===== src/rtl/animated_start_screen.sv =====
// Animated title screen: sign, wires, travelling pulse, blinking label,
// debounced start, fade-out and a one-shot start_game pulse.
module animated_start_screen #(
  parameter int WIDTH           = 96,
  parameter int HEIGHT          = 64,
  parameter int XW              = 7,
  parameter int YW              = 6,
  parameter int N_WIRES         = 5,
  parameter int PULSE_LEN       = 8,
  parameter int BLINK_FRAMES    = 16,
  parameter int DEBOUNCE_FRAMES = 3,
  parameter int FADE_STEPS      = 6
) (
  input  logic          clk,
  input  logic          reset,
  input  logic [XW-1:0] x,
  input  logic [YW-1:0] y,
  input  logic          frame_tick,
  input  logic          btn_start,
  input  logic          rearm,
  output logic [15:0]   pixel_data,
  output logic          start_game,
  output logic [1:0]    state_o
);

  localparam int PW = $clog2(WIDTH + PULSE_LEN);
  localparam int BW = $clog2(BLINK_FRAMES + 1);
  localparam int DW = $clog2(DEBOUNCE_FRAMES + 1);
  localparam int FW = $clog2(FADE_STEPS + 1);
  localparam int LBL_X = 41;
  localparam int LBL_Y = 27;

  typedef enum logic [1:0] {
    S_ATTRACT = 2'd0,
    S_PRESSED = 2'd1,
    S_FADE    = 2'd2,
    S_DONE    = 2'd3
  } state_t;

  state_t        state_q, state_d;
  logic [PW-1:0] pulse_pos_q, pulse_pos_d;
  logic [BW-1:0] blink_cnt_q, blink_cnt_d;
  logic          blink_ph_q, blink_ph_d;
  logic [DW-1:0] deb_cnt_q, deb_cnt_d;
  logic [FW-1:0] fade_step_q, fade_step_d;
  logic [15:0]   pixel_q, pixel_d;
  logic          start_q, start_d;

  int          xi, yi, pp, lx, ly, top;
  logic [14:0] gl_v;
  logic [15:0] col;

  function automatic logic [15:0] wire_col(input int k);
    case (k)
      0:       return 16'h07E0;
      1:       return 16'hFD20;
      2:       return 16'h001F;
      3:       return 16'hF800;
      default: return 16'hFC0D;
    endcase
  endfunction

  // 3x5 glyphs for "START", row 0 in the top bits, left column MSB
  function automatic logic [14:0] glyph(input int g);
    case (g)
      0:       return 15'b111_100_111_001_111;
      1:       return 15'b111_010_010_010_010;
      2:       return 15'b010_101_111_101_101;
      3:       return 15'b110_101_110_101_101;
      default: return 15'b111_010_010_010_010;
    endcase
  endfunction

  // state and counter registers
  always_ff @(posedge clk or posedge reset) begin
    if (reset) begin
      state_q     <= S_ATTRACT;
      pulse_pos_q <= '0;
      blink_cnt_q <= '0;
      blink_ph_q  <= 1'b0;
      deb_cnt_q   <= '0;
      fade_step_q <= '0;
      pixel_q     <= '0;
      start_q     <= 1'b0;
    end else begin
      state_q     <= state_d;
      pulse_pos_q <= pulse_pos_d;
      blink_cnt_q <= blink_cnt_d;
      blink_ph_q  <= blink_ph_d;
      deb_cnt_q   <= deb_cnt_d;
      fade_step_q <= fade_step_d;
      pixel_q     <= pixel_d;
      start_q     <= start_d;
    end
  end

  // sequencing: frame-gated counters, debounce, fade, rearm
  always_comb begin
    state_d     = state_q;
    pulse_pos_d = pulse_pos_q;
    blink_cnt_d = blink_cnt_q;
    blink_ph_d  = blink_ph_q;
    deb_cnt_d   = deb_cnt_q;
    fade_step_d = fade_step_q;
    if (state_q == S_DONE) begin
      if (rearm) begin
        state_d     = S_ATTRACT;
        pulse_pos_d = '0;
        blink_cnt_d = '0;
        blink_ph_d  = 1'b0;
        deb_cnt_d   = '0;
        fade_step_d = '0;
      end
    end else if (frame_tick) begin
      unique case (state_q)
        S_ATTRACT: begin
          if (pulse_pos_q == PW'(WIDTH + PULSE_LEN - 1))
            pulse_pos_d = '0;
          else
            pulse_pos_d = pulse_pos_q + 1'b1;
          if (blink_cnt_q == BW'(BLINK_FRAMES - 1)) begin
            blink_cnt_d = '0;
            blink_ph_d  = ~blink_ph_q;
          end else begin
            blink_cnt_d = blink_cnt_q + 1'b1;
          end
          if (btn_start) begin
            state_d   = S_PRESSED;
            deb_cnt_d = DW'(1);
          end
        end
        S_PRESSED: begin
          if (!btn_start) begin
            state_d   = S_ATTRACT;
            deb_cnt_d = '0;
          end else if (deb_cnt_q == DW'(DEBOUNCE_FRAMES - 1)) begin
            state_d     = S_FADE;
            fade_step_d = '0;
          end else begin
            deb_cnt_d = deb_cnt_q + 1'b1;
          end
        end
        S_FADE: begin
          if (fade_step_q == FW'(FADE_STEPS - 1))
            state_d = S_DONE;
          else
            fade_step_d = fade_step_q + 1'b1;
        end
        default: ;
      endcase
    end
    if (state_d != S_ATTRACT) blink_ph_d = 1'b0;
    start_d = (state_d == S_DONE) && (state_q != S_DONE);
  end

  // per-pixel scene lookup, then fade / blank
  always_comb begin
    xi   = int'(x);
    yi   = int'(y);
    pp   = int'(pulse_pos_q);
    lx   = xi - LBL_X;
    ly   = yi - LBL_Y;
    top  = 0;
    gl_v = '0;
    col  = 16'h0000;
    if (xi >= 6 && xi <= WIDTH - 10 && yi >= 12 && yi <= HEIGHT - 11)
      col = 16'hFFC2;
    for (int k = 0; k < N_WIRES; k++) begin
      top = HEIGHT - 22 + 4 * k;
      if ((yi == top || yi == top + 1) && xi >= 3 + 6 * k)
        col = wire_col(k);
      if ((xi == 3 + 6 * k || xi == 4 + 6 * k) && yi >= top)
        col = wire_col(k);
    end
    if (!blink_ph_q && lx >= 0 && lx < 20 && ly >= 0 && ly < 5
        && (lx % 4) != 3) begin
      gl_v = glyph(lx / 4) >> (14 - 3 * ly - (lx % 4));
      if (gl_v[0]) col = 16'h0000;
    end
    // signed window: nothing lights up left of x=0 at small pulse_pos
    for (int k = 0; k < N_WIRES; k++) begin
      top = HEIGHT - 22 + 4 * k;
      if ((yi == top || yi == top + 1) && xi >= 3 + 6 * k
          && xi + PULSE_LEN >= pp && xi < pp)
        col = 16'hFFFF;
    end
    pixel_d = col;
    if (state_q == S_FADE)
      pixel_d = {col[15:11] >> fade_step_q,
                 col[10:5]  >> fade_step_q,
                 col[4:0]   >> fade_step_q};
    if (state_q == S_DONE || xi >= WIDTH || yi >= HEIGHT)
      pixel_d = 16'h0000;
  end

  assign pixel_data = pixel_q;
  assign start_game = start_q;
  assign state_o    = state_q;

endmodule


===== config.mk =====
export PLATFORM = sky130hd
export DESIGN_NAME = animated_start_screen
export DESIGN_NICKNAME = d
export VERILOG_FILES = /design/src/rtl/animated_start_screen.sv
export SDC_FILE = /design/constraint.sdc
export NUM_CORES = 1
export LEC_CHECK = 0
export CAP_MARGIN = 20
export CORE_MARGIN = 4
export CORE_UTILIZATION = 30
export DETAILED_ROUTE_END_ITERATION = 12
export SLEW_MARGIN = 20
export SYNTH_ARGS = -nofsm -noshare
export SYNTH_HDL_FRONTEND = slang
export SYNTH_SLANG_ARGS = --single-unit

===== constraint.sdc =====
create_clock -name clk -period 2.6 [get_ports clk]
set_input_delay 0.39 -clock clk [delete_from_list [all_inputs] [get_ports clk]]
set_output_delay 0.39 -clock clk [all_outputs]
set_load 0.05 [all_outputs]

==> results <==
- The run finished, with violations left.
- The final reports fail on negative setup slack.
- The summed instance area of the synthesized netlist is 4660 um^2.
- The end of the critical path is pixel_data[6].
- The count of endpoints failing hold in the final timing report came to 0.
- Input and output buffers added on the ports amount to 36.
- The areal power density over the cells is 563 nW/um^2.
- The later pin in the worst-skew pair is clocked with a latency of 280 ps.
- Setup repair after global routing could not meet its margin everywhere.
- At the end of the flow, the number of nets in the layout was 828.
- The mean cell area of the mapped netlist is 7.90 um^2.
- Total power for the finished layout comes to 0.00384 W.
- Counting flops with a built-in enable in the synthesized netlist gives 0.
- Compared with the post-synthesis result, the final layout area differs by 46.2%.
- The global routing usage on met1 is 0.220.
- The setup slack of the most critical reg-to-reg path is 40 ps.
- The number of rows in the core area is 45.
- After the flow finishes, the layout carries non-filler instances totaling between 900 and 1000.
- The startpoint type of the worst setup path is a primary input.
- The die is 133 um tall.
- The post-synthesis simple-gate area fraction is 0.214.
- Entering global routing, the biggest net connects 38 pins.
- The library cells used most frequently in the layout, excluding fill and tap cells, are buf_4 (131), nand2_1 (48), ha_1 (45), o21ai_0 (40), inv_1 (38).
- The total number of yosys warnings is 0.
- The share of total power dissipated in combinational logic is 0.617.
- The class of the tightest hold or removal check is flop to flop.
- The starting density of the core is 0.306.
- The nature of the critical path endpoint is a flop.
- After technology mapping, the gate count stands at 590.
- The clock network fraction of design power is 0.156.
- The met3 capacity usage during global routing is 0.0270.
- The met2 routing resource usage after global routing is 0.276.
- The hold-fix buffer count after cts is 0.
- After synthesis, the share of cell area in mux cells is 0.00886.
- In the finished design, the share of the clock period the worst path needs comes to 1.59.
- The busiest layer in global routing is met2.
- The register share of total power is 0.227.
- The most used flip-flop cell after synthesis is dfrtp_1.
- The number of cells on the worst reg-to-reg path is 12.
- The leakage power of the design is between 2 and 3 nW.
- Of the cells placed in the final design, the portion with a size suffix greater than 1 is 0.314.
- Tracing the worst setup path back leads to its startpoint at y[1].
- The post-CTS clock slew at the launch and capture registers of the worst setup and hold paths is 60 ps.
- The overall via count from detail_route is between 5000 and 6000.
- For this run, the register share of the synthesized area comes to 0.199.
- Summed over all nets, the half-perimeter wirelength after detailed placement is 11000 um.
- The tool flagged a number of max-cap violations equal to 0.
- The total congestion overflow is 0.
- Of the total synthesized cell area, the portion taken by XOR and XNOR cells is 0.0263.
- The clock period minus final worst setup slack is 4130 ps.
- The worst-case IR drop observed on VDD is 0.000298 V.
- For the pin with the worst max-slew slack, the measured transition is 756 ps.
- The least setup slack across all paths after layout is -1530 ps.
- The instance area after placement is around 6200 um^2.
- The internal portion of the total power is 0.00217 W.
- Yosys mapped the design onto 84 distinct sky130hd cell types.
- Pin placement for this block handled 37 I/O pins.
- The category of the critical setup timing path is primary input to flop.
- In this run the remaining antenna-violating nets after routing total 0.
- The post-synthesis sequential element count is 37.
- The floorplan step set the die width to 133 um.
- For this block, the initial DRC count from the detailed router was about 400.
- The final non-filler cell area is 6810 um^2.
- The routed wire length per instance is 15.4 um.
- Using the TritonRoute via totals, the vias-per-cell ratio works out to 5.49.
- The dominant combinational cell family by area after synthesis is compound AO/OA/AOI/OAI gates.
- Of all nets on the critical path, the largest fanout is 6.
- The share of synthesized cell area in full adder, half adder and majority cells is 0.183.
- The number of detailed-route iterations in the first pass is 5.
- The CTS tree is yes.
- Routability-driven placement finished with a final weighted congestion of a little under 0.9.
- The number of buffers created by CTS is 5.
- The repair_antennas step left the layout with diodes totalling 0.
- In this run the power spent charging and discharging nets is 0.00167 W.
- The first global-routing pass estimated 24400 um of wire.
- The area of the placeable core is 15200 um^2.
- For the worst setup path, the data required time is 2770 ps.
- In this run the critical register-to-register path is launched from pulse_pos_q[1].
- The clock arrives with about 4.1 ps of skew.
- The root buffer cell chosen for the clock tree is clkbuf_16.
- The count of H-tree levels built during CTS is 2.
- The worst register-to-register path ends at pixel_data[0].
- Of the total power, the share spent switching nets is 0.434.
- Timing would allow up to 0.242 GHz.
- The overall routing resource usage is 0.161.
- The number of placed instances with taps included is between 900 and 1000.
- Measured against its own limit, the worst slew margin works out to 0.496.
- In this run the deepest clock path goes through 2 buffers.
- The final routed DRC violation total is 0.
- The die covers 17600 um^2.
- The total length of routed wires is 14400 um.
- The total of endpoints with negative setup slack in the final report is 15.
- The final-layout worst hold slack is 497 ps.
- The worst setup slack before clock tree synthesis is -2360 ps.
- The number of nets handed over by synthesis was approximately 670.
- The via count of the first global-routing pass is 5066.
- The complex-gate fraction of the synthesized area came to 0.303.
- Leaving out fill and tap cells, the most frequent cell in the layout is buf_4.
- The number of slew-limit violations in the final report is 0.
- The fraction of registers with async set/reset is 1.00.
- The arrival time of the worst setup path is ~4300 ps.
- The number of antenna violations at the first check in global routing is 0.
- The clock drives 37 sinks.
-- how the worst min path moves through the flow --
stage | start | endpoint | slack (ps) | depth (start not counted)
floorplan | blink_cnt_q[3] | blink_cnt_q[3] | 450 | 1
global placement | blink_cnt_q[3] | blink_cnt_q[3] | 470 | 1
detailed placement | blink_cnt_q[3] | blink_cnt_q[3] | 480 | 1
CTS | blink_cnt_q[3] | blink_cnt_q[3] | 490 | 1
global route | blink_cnt_q[3] | blink_cnt_q[3] | 530 | 1
finish | blink_cnt_q[3] | blink_cnt_q[3] | 500 | 1
-- synthesized netlist by cell type (all sizes together) (4+ instances only) --
library cell | count | area, um^2
nor4 | 9 | 56.3
nand2 | 48 | 180
fa | 7 | 140
a211oi | 10 | 75.1
nand4 | 5 | 31.3
xnor2 | 11 | 96.3
o21a | 4 | 30.0
clkbuf | 18 | 67.6
a31oi | 5 | 31.3
nor2b | 11 | 68.8
a211o | 6 | 61.3
o31ai | 15 | 123
ha | 57 | 713
nand3 | 19 | 95.1
nand2b | 13 | 88.8
o211ai | 10 | 75.1
or3 | 4 | 25.0
o31a | 6 | 52.6
o21ai | 45 | 225
dfrtp | 37 | 926
nor3 | 20 | 100
nor2 | 39 | 146
a21oi | 44 | 231
a21o | 8 | 60.1
inv | 47 | 176
a21boi | 4 | 30.0
buf | 11 | 63.8
-- routing by layer --
metal  wire (um)  share of wire  vias up
li1            -              -     2505
met1        6780           0.47     2485
met2        6870           0.48      122
met3         587          0.041       16
met4         130         0.0090        0
met5           0              0        -
-- flip-flops by register name (all words and copies together) (netlist names) --
register     count
fade_step_q      3
start_game       1
pixel_data      16
state_o          2
blink_ph_q       1
blink_cnt_q      5
pulse_pos_q      7
deb_cnt_q        2
-- logic make-up (layout without fill, tap and decap cells) --
| group | count (synthesis) | after routing |
|---|---|---|
| buf+inv | 76 | 232 |
| compound gates | 202 | 202 |
| fa+ha+maj | 64 | 64 |
| mux | 4 | 4 |
| flops | 37 | 37 |
| xor+xnor | 14 | 14 |
| simple gates | 193 | 193 |
-- power by group through the flow --
stage / clock, W / combinational, W / sequential [W]
after floorplan: 0 / 0.00127 / 0.00102
after global placement: 0 / 0.00209 / 0.000869
after detailed placement: 0 / 0.00215 / 0.000877
after CTS: 0.000610 / 0.00232 / 0.000870
after global routing: 0.000638 / 0.00261 / 0.000897
final: 0.000598 / 0.00237 / 0.000871
-- what timing repair did --
item,CTS,global route
setup buffers,16,5
gates resized for setup,100,26
endpoints found under the setup margin,16,16
pin swaps,43,11
-- critical path, stage by stage --
cell       delay (ps)
buf_8             100
buf_6             120
inv_4              60
ha_4              210
ha_4              270
inv_4              30
ha_4              220
fa_1              530
inv_2              50
ha_4              160
fa_2              400
inv_2              60
o21ai_1            50
mux2i_1           140
nand3_2           190
a2111oi_4         250
and4_4            280
buf_6             100
o2111ai_4         180
a221o_1           340
and2_1            150
-- metrics by stage --
stage	TNS (ps)	utilization
after detailed placement	-35370	0.409
after floorplan	-23160	-
after CTS	-22220	0.438
after global placement	-34130	0.409
after global routing	-24640	0.448
final	-22050	0.448
-- final cells by class --
class	instances	area [um^2]
Timing Repair Buffer	178	1470
Tap cell	188	235
Clock buffer	7	143
Multi-Input combinational cell	477	3840
Sequential cell	37	926
Inverter	47	194
Fill cell	1441	8390
No activity file was read; power rests on OpenSTA's default activity.
